===== src/rtl/soft_tbm_pkg.sv =====
// Shared types and field layout for the soft-TBM readout sequencer.
// Queue entry layout assumes the default 36-bit payload plus token flag.
package soft_tbm_pkg;

  typedef enum logic [1:0] {
    S_IDLE    = 2'd0,
    S_HEADER  = 2'd1,
    S_WAIT    = 2'd2,
    S_TRAILER = 2'd3
  } state_t;

  localparam int EV_MSB  = 36;
  localparam int EV_LSB  = 29;
  localparam int FLG_MSB = 28;
  localparam int FLG_LSB = 21;
  localparam int TOK_BIT = 0;

  localparam int TRL_TOK_TIMEOUT = 7;
  localparam int TRL_STACK_FULL  = 6;
  localparam int TRL_NO_TOKEN    = 5;

  localparam int HDR_W = 16;
  localparam int TRL_W = 16;

  typedef struct packed {
    logic [7:0] ev;
    logic [7:0] flags;
    logic       tok;
    logic       stack_full;
    logic       no_token;
    logic       tok_timeout;
  } evt_t;

endpackage


===== src/rtl/soft_tbm_readout_if.sv =====
// Queue, ROC token and header/trailer word signals of the readout sequencer.
// master = sequencer side, slave = queue / ROC chain / event builder side.
interface soft_tbm_readout_if #(
  parameter int DATA_WIDTH = 36
);
  import soft_tbm_pkg::*;

  logic                  queue_empty;
  logic                  queue_full;
  logic [DATA_WIDTH:0]   queue_dout;
  logic                  queue_read;
  logic                  token_in;
  logic                  token_out;
  logic                  hdr_valid;
  logic [HDR_W-1:0]      hdr_data;
  logic                  trl_valid;
  logic [TRL_W-1:0]      trl_data;

  modport master (
    input  queue_empty, queue_full, queue_dout, token_in,
    output queue_read, token_out, hdr_valid, hdr_data, trl_valid, trl_data
  );

  modport slave (
    output queue_empty, queue_full, queue_dout, token_in,
    input  queue_read, token_out, hdr_valid, hdr_data, trl_valid, trl_data
  );

endinterface


===== src/rtl/soft_tbm_token_timer.sv =====
// 8-bit saturating WAIT counter, advancing only on sync; expired compares the current count.
// Clear has priority over increment.
module soft_tbm_token_timer (
  input  logic       clk,
  input  logic       reset_n,
  input  logic       sync,
  input  logic       clr,
  input  logic       inc,
  input  logic [7:0] limit,
  output logic       expired
);

  logic [7:0] count;

  always_ff @(posedge clk or negedge reset_n) begin
    if (!reset_n) begin
      count <= '0;
    end else if (sync) begin
      if (clr) begin
        count <= '0;
      end else if (inc && count != 8'hFF) begin
        count <= count + 8'd1;
      end
    end
  end

  assign expired = (count == limit);

endmodule


===== src/rtl/soft_tbm_readout.sv =====
// Readout sequencer: header word, optional ROC token round-trip, trailer word and one pop per entry.
// Advances only on sync; 3 syncs per event plus WAIT syncs; stalls only by waiting for token return.
module soft_tbm_readout
  import soft_tbm_pkg::*;
#(
  parameter int DATA_WIDTH = 36
) (
  input  logic                 clk,
  input  logic                 reset_n,
  input  logic                 sync,
  input  logic                 enable,
  input  logic                 clear,
  input  logic [7:0]           token_timeout,
  soft_tbm_readout_if.master   bus,
  output logic                 busy
);

  state_t              state, state_nxt;
  evt_t                evt, evt_nxt;
  logic                hdr_valid, hdr_valid_nxt;
  logic                trl_valid, trl_valid_nxt;
  logic                token_out, token_out_nxt;
  logic [DATA_WIDTH:0] entry;
  logic                expired;
  logic                timer_clr;
  logic                timer_inc;
  logic                unused_bits;

  assign entry       = bus.queue_dout;
  assign unused_bits = ^entry[FLG_LSB-1:TOK_BIT+1];

  always_ff @(posedge clk or negedge reset_n) begin
    if (!reset_n) begin
      state     <= S_IDLE;
      evt       <= '0;
      hdr_valid <= 1'b0;
      trl_valid <= 1'b0;
      token_out <= 1'b0;
    end else if (sync) begin
      state     <= state_nxt;
      evt       <= evt_nxt;
      hdr_valid <= hdr_valid_nxt;
      trl_valid <= trl_valid_nxt;
      token_out <= token_out_nxt;
    end
  end

  always_comb begin
    state_nxt     = state;
    evt_nxt       = evt;
    hdr_valid_nxt = hdr_valid;
    trl_valid_nxt = trl_valid;
    token_out_nxt = token_out;
    if (clear) begin
      state_nxt     = S_IDLE;
      evt_nxt       = '0;
      hdr_valid_nxt = 1'b0;
      trl_valid_nxt = 1'b0;
      token_out_nxt = 1'b0;
    end else begin
      case (state)
        S_IDLE: begin
          if (enable && !bus.queue_empty) begin
            evt_nxt.ev          = entry[EV_MSB:EV_LSB];
            evt_nxt.flags       = entry[FLG_MSB:FLG_LSB];
            evt_nxt.tok         = entry[TOK_BIT];
            evt_nxt.stack_full  = bus.queue_full;
            evt_nxt.no_token    = 1'b0;
            evt_nxt.tok_timeout = 1'b0;
            hdr_valid_nxt       = 1'b1;
            state_nxt           = S_HEADER;
          end
        end
        S_HEADER: begin
          hdr_valid_nxt = 1'b0;
          if (evt.tok) begin
            token_out_nxt = 1'b1;
            state_nxt     = S_WAIT;
          end else begin
            evt_nxt.no_token = 1'b1;
            trl_valid_nxt    = 1'b1;
            state_nxt        = S_TRAILER;
          end
        end
        S_WAIT: begin
          token_out_nxt = 1'b0;
          // A returned token beats a timeout expiring on the same sync.
          if (bus.token_in) begin
            trl_valid_nxt = 1'b1;
            state_nxt     = S_TRAILER;
          end else if (expired) begin
            evt_nxt.tok_timeout = 1'b1;
            trl_valid_nxt       = 1'b1;
            state_nxt           = S_TRAILER;
          end
        end
        S_TRAILER: begin
          trl_valid_nxt       = 1'b0;
          evt_nxt.stack_full  = 1'b0;
          evt_nxt.no_token    = 1'b0;
          evt_nxt.tok_timeout = 1'b0;
          state_nxt           = S_IDLE;
        end
        default: state_nxt = S_IDLE;
      endcase
    end
  end

  assign timer_clr = clear || (state == S_HEADER);
  assign timer_inc = (state == S_WAIT);

  soft_tbm_token_timer u_timer (
    .clk     (clk),
    .reset_n (reset_n),
    .sync    (sync),
    .clr     (timer_clr),
    .inc     (timer_inc),
    .limit   (token_timeout),
    .expired (expired)
  );

  always_comb begin
    bus.trl_data                  = '0;
    bus.trl_data[TRL_W-1 -: 8]    = evt.ev;
    bus.trl_data[TRL_TOK_TIMEOUT] = evt.tok_timeout;
    bus.trl_data[TRL_STACK_FULL]  = evt.stack_full;
    bus.trl_data[TRL_NO_TOKEN]    = evt.no_token;
  end

  assign bus.hdr_data   = {evt.ev, evt.flags};
  assign bus.hdr_valid  = hdr_valid;
  assign bus.trl_valid  = trl_valid;
  assign bus.token_out  = token_out;
  assign bus.queue_read = (state == S_TRAILER) && !clear;
  assign busy           = (state != S_IDLE);

endmodule


===== src/flat_wrapper.sv =====
// flat-port wrapper written by rule: the top's interface ports become plain ports
module soft_tbm_readout_flat import soft_tbm_pkg::*;
#(
  parameter int DATA_WIDTH = 36
)
  (clk, reset_n, sync, enable, clear, token_timeout, busy, bus_queue_empty, bus_queue_full, bus_queue_dout, bus_token_in, bus_queue_read, bus_token_out, bus_hdr_valid, bus_hdr_data, bus_trl_valid, bus_trl_data);
  soft_tbm_readout_if #(.DATA_WIDTH(DATA_WIDTH)) bus_i ();
  input  logic clk;
  input  logic reset_n;
  input  logic sync;
  input  logic enable;
  input  logic clear;
  input  logic [7:0] token_timeout;
  output logic busy;
  input wire logic [$bits(bus_i.queue_empty)-1:0] bus_queue_empty;
  input wire logic [$bits(bus_i.queue_full)-1:0] bus_queue_full;
  input wire logic [$bits(bus_i.queue_dout)-1:0] bus_queue_dout;
  input wire logic [$bits(bus_i.token_in)-1:0] bus_token_in;
  output wire logic [$bits(bus_i.queue_read)-1:0] bus_queue_read;
  output wire logic [$bits(bus_i.token_out)-1:0] bus_token_out;
  output wire logic [$bits(bus_i.hdr_valid)-1:0] bus_hdr_valid;
  output wire logic [$bits(bus_i.hdr_data)-1:0] bus_hdr_data;
  output wire logic [$bits(bus_i.trl_valid)-1:0] bus_trl_valid;
  output wire logic [$bits(bus_i.trl_data)-1:0] bus_trl_data;
  assign bus_i.queue_empty = bus_queue_empty;
  assign bus_i.queue_full = bus_queue_full;
  assign bus_i.queue_dout = bus_queue_dout;
  assign bus_i.token_in = bus_token_in;
  assign bus_queue_read = bus_i.queue_read;
  assign bus_token_out = bus_i.token_out;
  assign bus_hdr_valid = bus_i.hdr_valid;
  assign bus_hdr_data = bus_i.hdr_data;
  assign bus_trl_valid = bus_i.trl_valid;
  assign bus_trl_data = bus_i.trl_data;
  soft_tbm_readout #(.DATA_WIDTH(DATA_WIDTH)) u_core (.clk(clk), .reset_n(reset_n), .sync(sync), .enable(enable), .clear(clear), .token_timeout(token_timeout), .bus(bus_i), .busy(busy));
endmodule

===== config.mk =====
export PLATFORM = sky130hd
export DESIGN_NAME = soft_tbm_readout_flat
export DESIGN_NICKNAME = d
export VERILOG_FILES = /design/src/rtl/soft_tbm_pkg.sv /design/src/rtl/soft_tbm_readout_if.sv /design/src/rtl/soft_tbm_token_timer.sv /design/src/rtl/soft_tbm_readout.sv /design/src/flat_wrapper.sv
export SDC_FILE = /design/constraint.sdc
export NUM_CORES = 1
export LEC_CHECK = 0
export BUFFER_PORTS_ARGS = -buffer_cell sky130_fd_sc_hd__buf_2
export CAP_MARGIN = 5
export CORE_ASPECT_RATIO = 0.9
export CORE_UTILIZATION = 45
export CTS_CLUSTER_SIZE = 12
export DETAILED_ROUTE_END_ITERATION = 6
export GPL_TIMING_DRIVEN = 0
export PLACE_DENSITY = 0.76
export SLEW_MARGIN = 15
export SYNTH_ARGS = -nofsm -noshare
export SYNTH_HDL_FRONTEND = slang
export SYNTH_SLANG_ARGS = --single-unit

===== constraint.sdc =====
create_clock -name clk -period 2.8 [get_ports clk]
set_clock_uncertainty 0.15 [all_clocks]
set_input_delay 0.7 -clock clk [delete_from_list [all_inputs] [get_ports clk]]
set_output_delay 0.7 -clock clk [all_outputs]
set_load 0.01 [all_outputs]

==> results.sh, run 1 <==
export IMPL_outcome="complete, no violations"
export IMPL_drt_met1_wl_um=2200
export IMPL_synth_top_area_frac=0.389
export IMPL_timing_fmax_ghz=0.453
export IMPL_met3_wirelength_um=348
export IMPL_hold_viol_final=0
export IMPL_synth_edf_count=0
export IMPL_p_leak_nw=1.44
export IMPL_synth_mux_area_frac=0.0153
export IMPL_die_h_um=67.2
export IMPL_yosys_area_top_type="dfrtp_1"
export IMPL_cts_setup_buffers=0
export IMPL_cpPeakStageDelay_ps=440
export IMPL_setup_tns_ps=0
export IMPL_synth_most_common_cell="nand2_1"
export IMPL_cts_tree="built"
export IMPL_port_buffer_count=64
export IMPL_antenna_found_initial=0
export IMPL_diodes=0
export IMPL_cp_start_kind="register"
export IMPL_grt_pass1_vias=1634
export IMPL_dp_hpwl_um=3450
export IMPL_seqCellArea_sq_um=826
export IMPL_std_cell_rows=23
export IMPL_min_from="u_core.bus.hdr_data[6]"
export IMPL_worst_pin_slew_ps=756
export IMPL_final_area_sq_mm=0.00265
export IMPL_synth_cells=240
export IMPL_ant_nets=0
export IMPL_synth_top_cells_by_count="nand2_1, dfrtp_1, buf_4, nand4_1, nor2_1"
export IMPL_dr_max_layer_used="met4"
export IMPL_avgSynthCellArea_sq_um=8.85
export IMPL_htree_num_levels=2
export IMPL_synthAdderAreaFrac=0.0354
export IMPL_whs_path_depth=2
export IMPL_cts_buffers=5
export IMPL_multi_input_area_sq_um=992
export IMPL_slew_violations=0
export IMPL_maxSlewHeadroom=0.496
export IMPL_ys_flop_type="dfrtp_1"
export IMPL_max_cap_violations=0
export IMPL_core_area_sq_mm=0.00449
export IMPL_r2r_end="u_core.bus.hdr_data[11]"
export IMPL_synthXorXnorAreaFrac=0.0365
export IMPL_peakVddDrop_uv=312
export IMPL_num_nets_final=374
export IMPL_drive_gt1_frac=0.367
export IMPL_ctsLongestPathBuffers=2
export IMPL_dpl_cell_area_sq_mm=0.00254
export IMPL_crit_buf_inv=3
export IMPL_worstSetupPathType="register to primary output"
export IMPL_synth_area_top_cells="dfrtp_1, buf_4, nand2_1"
export IMPL_grt_ovfl_total=0
export IMPL_cts_sinks=33
export IMPL_crit_path_end_kind="primary output"
export IMPL_synth_compound_area_frac=0.121
export IMPL_met2_length_um=2120
export IMPL_synth_top_family_by_area="simple AND/OR/NAND/NOR gates"
export IMPL_ys_seq_elements=33
export IMPL_finalSetupViolCount=0
export IMPL_crit_chain="inv_1 -> ha_1 -> inv_1 -> buf_2"
export IMPL_fin_util=0.591
export IMPL_worst_path_max_delay_cell="dfrtp_1"
export IMPL_vias=1894
export IMPL_synth_area_sq_mm=0.00212
export IMPL_path_clk_slew_ps=70
export IMPL_grt_max_degree=34
export IMPL_timing_rr_start="u_core.state[0]"
export IMPL_arrival_ps=1360
export IMPL_wl_um=4710
export IMPL_post_cts_resized=0
export IMPL_fillers=437
export IMPL_min_period_ps=2210
export IMPL_die_w_um=74.4
export IMPL_whs_endpoint="u_core.bus.hdr_data[6]"
export IMPL_yosys_area_share_simple=0.250
export IMPL_ys_types=46
export IMPL_hp_class="register to register"
export IMPL_timing_hold_ws_ps=317
export IMPL_drt_initial_drc_count=54
export IMPL_powerDensity_mw_per_mm2=633
export IMPL_area_delta_synth_final_pct=24.9
export IMPL_drcViolationCount=0
export IMPL_first_pass_iters=4
export IMPL_root_buffer="clkbuf_8"
export IMPL_viasPerCell=5.01
export IMPL_path_delay_family="flip-flops"
export IMPL_ys_seq_area_frac=0.389
export IMPL_ios=90
export IMPL_period_share=0.788
export IMPL_die_area_sq_mm=0.00500
export IMPL_crit_fanout=6
export IMPL_start_util=0.473
export IMPL_wl_per_cell_um=12.5
export IMPL_r2r_slack_ps=610
export IMPL_worstRegToRegCells=8
export IMPL_required_ps=1950
export IMPL_async_flop_share=1.00
export IMPL_ys_warn_count=0
export IMPL_rsz0062_at_grt="false"
export IMPL_grt_usage=0.206
export IMPL_ctsHoldBuffers=0
export IMPL_crit_top_cell="inv_1"
export IMPL_clk_latency_ps=290
export IMPL_grt_pass1_wl_um=7720
export IMPL_gp_congestion=0.867
routing by layer:
metal / GRT usage / up-vias
met5: 0 / -
met4: 0.0802 / 0
met3: 0.0433 / 7
met2: 0.315 / 75
met1: 0.285 / 849
li1: - / 963
cells in the final DEF, fill, tap and decap left out, drive strengths merged, types with 2 or more instances in the layout:
cell     netlist  final
a21o           2      2
a21oi          4      4
a2bb2oi        3      3
and3           2      2
and3b          2      2
buf           38    102
clkbuf         4     11
conb           1      5
dfrtp         33     33
ha             6      6
inv            8      8
mux2           2      2
nand2         41     41
nand2b         3      3
nand3          9      9
nand4         21     21
nor2          11     11
nor2b          4      4
o211ai         4      4
o21ai         10     10
o22ai          2      2
o311ai         2      2
o31ai          2      2
o41ai          2      2
or4            5      5
xnor2          8      8
report_power, final:
| part | total (W) | switching (W) | internal [W] |
|---|---|---|---|
| registers | 0.000615 | 0.0000653 | 0.000550 |
| logic | 0.000595 | 0.000316 | 0.000278 |
| clock network | 0.000468 | 0.000178 | 0.000290 |
how the worst max path moves through the flow:
stage | end | start | slack, ps | depth (start not counted)
2_1_floorplan | u_core.state[1] | u_core.state[0] | 870 | 6
3_3_place_gp | u_core.bus.trl_valid | token_timeout[6] | 610 | 5
3_5_place_dp | u_core.bus.trl_valid | token_timeout[6] | 590 | 5
4_1_cts | busy | u_core.state[1] | 580 | 4
5_1_grt | u_core.bus.hdr_data[10] | u_core.state[0] | 430 | 8
6_report | busy | u_core.state[1] | 590 | 4
metrics by stage:
step	worst slack (ps)	total power, W	instances
floorplan	870	0.00103	244
global placement	606	0.00120	370
detailed placement	589	0.00122	370
CTS	584	0.00169	378
global route	433	0.00180	378
finish	592	0.00168	378
flip-flops by register name (all words and copies together) (netlist names):
signal                cells
u_core.bus.hdr_data      16
u_core.bus.trl_data       3
u_core.bus.token_out      1
u_core.bus.hdr_valid      1
u_core.state              2
u_core.evt                1
u_core.u_timer.count      8
u_core.bus.trl_valid      1
logic make-up after synthesis:
kind of cell               Yosys count
and+or+nand+nor                    103
buffers and inverters               50
AOI/OAI and AO/OA                   36
DFF                                 33
xor gates and xnor gates             8
adders and majority gates            6
muxes                                3
other                                1
worst min-delay path: stages (launching register included):
cell and delay [ps]:
dfrtp_1 340, nand2_1 50, nand2_1 50
cell type report:
cell class / instances / area share
Clock buffer: 7 / 0.0325
Tap cell: 62 / 0.0292
Multi-Input combinational cell: 161 / 0.374
Clock inverter: 1 / 0.0113
Sequential cell: 33 / 0.311
Buffer: 42 / 0.109
Inverter: 8 / 0.0113
Timing Repair Buffer: 64 / 0.121
(Power assumes the default switching activity.)
==> run 2, diff against run 1 <==
CORE_UTILIZATION = 43   (was 45)
clock period = 1.8 ns   (was 2.8 ns; I/O delays follow)
==> run 2 against run 1 <==
Net effect:
- the run now ends with setup timing left
- design area up 19%
- clock power up 82%
- global-route usage up 1.1 points
- total power up 97%
- register-to-register slack worse by 700 ps
- critical endpoint is now u_core.bus.trl_data[5]
- largest cell class unchanged
- largest power group is now combinational cells
==> results.sh, run 2 (synthesis results as in run 1) <==
export IMPL_start_util=0.461
export IMPL_die_area_sq_mm=0.00522
export IMPL_drcViolationCount=0
export IMPL_ctsLongestPathBuffers=2
export IMPL_required_ps=1830
export IMPL_num_nets_final=405
export IMPL_drt_initial_drc_count=109
export IMPL_drt_met1_wl_um=2540
export IMPL_grt_pass1_wl_um=8920
export IMPL_fillers=374
export IMPL_worstSetupPathType="register to register"
export IMPL_pre_cts_slack_ps=-218
export IMPL_grt_usage=0.217
export IMPL_die_w_um=76.1
export IMPL_htree_num_levels=2
export IMPL_cts_tree="built"
export IMPL_dp_hpwl_um=3530
export IMPL_cts_sinks=33
export IMPL_root_buffer="clkbuf_8"
export IMPL_powerDensity_mw_per_mm2=1040
export IMPL_grt_pass1_vias=1919
export IMPL_dr_max_layer_used="met4"
export IMPL_path_clk_slew_ps=80
export IMPL_slew_violations=0
export IMPL_layout_setup_ws_ps=-89.4
export IMPL_ctsHoldBuffers=0
export IMPL_met2_length_um=3010
export IMPL_die_h_um=68.7
export IMPL_largest_register_ffs=16
export IMPL_viasPerCell=5.28
export IMPL_final_cell_mix="buf_2, buf_4, nand2_1"
export IMPL_vias=2160
export IMPL_peakVddDrop_uv=670
export IMPL_grt_ovfl_total=0
export IMPL_gp_congestion=0.825
export IMPL_crit_fanout=5
export IMPL_area_delta_synth_final_pct=49.1
export IMPL_min_period_ps=1890
export IMPL_timing_fmax_ghz=0.529
export IMPL_port_buffer_count=64
export IMPL_drive_gt1_frac=0.510
export IMPL_period_share=1.05
export IMPL_first_pass_iters=4
export IMPL_cts_buffers=5
export IMPL_diodes=0
export IMPL_outcome="finished, violations left"
export IMPL_rsz0062_at_grt="true"
export IMPL_dpl_cell_area_sq_mm=0.00257
export IMPL_std_cell_rows=23
export IMPL_worst_pin_slew_ps=743
export IMPL_p_leak_nw=1.64
export IMPL_met3_wirelength_um=426
export IMPL_core_area_sq_mm=0.00460
export IMPL_hp_class="input port to async pin"
export IMPL_failed_checks="setup timing"
export IMPL_grt_max_degree=34
export IMPL_antenna_found_initial=0
export IMPL_finalSetupViolCount=9
export IMPL_ant_nets=0
export IMPL_layout_commonest_cell="buf_2"
export IMPL_wl_um=6030
export IMPL_final_area_sq_mm=0.00317
export IMPL_ios=90
export IMPL_wl_per_cell_um=14.7
export IMPL_max_cap_violations=0
export IMPL_cp_start_kind="register"
export IMPL_crit_path_end_kind="register"
export IMPL_hold_viol_final=0
export IMPL_maxSlewHeadroom=0.505
export IMPL_clk_latency_ps=290
export IMPL_arrival_ps=1920
run 2: cell count changes in the layout (fill, tap and decap cells not counted), sizes merged:
cell	before	now
clkinv	0	1
buf	102	133
o21ai	10	11
clkbuf	11	8
bufinv	1	2
run 2: what timing repair did:
action | CTS | global route
setup endpoints to repair | 24 | 30
hold endpoints to repair | 0 | 0
gates resized for setup | 29 | 28
pin swaps | 12 | 21
setup buffers | 19 | 11
cloned | 0 | 2
run 2: report_power, final:
group | total [W] | leakage (nW) | switching [W] | internal, W
clock network | 0.000850 | 0.0681 | 0.000300 | 0.000550
logic | 0.00147 | 1.13 | 0.000688 | 0.000784
registers | 0.000985 | 0.442 | 0.000126 | 0.000859
total | 0.00331 | 1.64 | 0.00111 | 0.00219
run 2: final timing paths:
| check | from | end | slack [ps] | cells after the start |
|---|---|---|---|---|
| min in group clk | bus_queue_dout[28] | u_core.bus.hdr_data[7] | 260 | 3 |
| worst max-delay path | u_core.state[0] | u_core.bus.trl_data[5] | -90 | 7 |
| max in group asynchronous | reset_n | u_core.u_timer.count[4] | 910 | 1 |
| worst max register to register | u_core.state[0] | u_core.bus.trl_data[5] | -90 | 7 |
| worst min register to register | u_core.bus.hdr_data[4] | u_core.bus.hdr_data[4] | 320 | 2 |
| worst min-delay path | reset_n | u_core.bus.hdr_data[4] | 80 | 1 |
run 2: cell type report:
cell class | instances | area, sq um | area share
buffer | 41 | 302 | 0.0953
clock buffer | 5 | 68.8 | 0.0217
clock inverter | 3 | 65.1 | 0.0206
inverter | 8 | 35.0 | 0.0111
multi-input combinational | 162 | 1190 | 0.375
sequential | 33 | 832 | 0.263
tap | 62 | 77.6 | 0.0245
timing repair buffer | 95 | 597 | 0.189
run 2: metrics by stage:
stage / hold WS (ps) / setup TNS, ps / std cells / util / total power, W
finish: 75.1 / -409 / 409 / 0.688 / 0.00331
global route: 143 / -901 / 409 / 0.688 / 0.00348
CTS: 98.6 / -119 / 397 / 0.644 / 0.00306
detailed placement: 308 / -3440 / 370 / 0.558 / 0.00195
global placement: 300 / -3360 / 370 / 0.558 / 0.00193
floorplan: 4.41 / -9.28 / 244 / - / 0.00164
run 2: worst max-delay path, stage by stage, from the launching register on:
cell and delay [ps]:
dfrtp_2 490, inv_4 120, ha_4 180, nor2b_4 200, a21o_1 230, buf_6 130
o21ai_2 50, a31o_2 240
run 2: per-layer routing:
| metal | vias up | track usage |
|---|---|---|
| li1 | 1024 | - |
| met1 | 1021 | 0.265 |
| met2 | 107 | 0.383 |
| met3 | 8 | 0.0592 |
| met4 | 0 | 0.0697 |
| met5 | - | 0 |
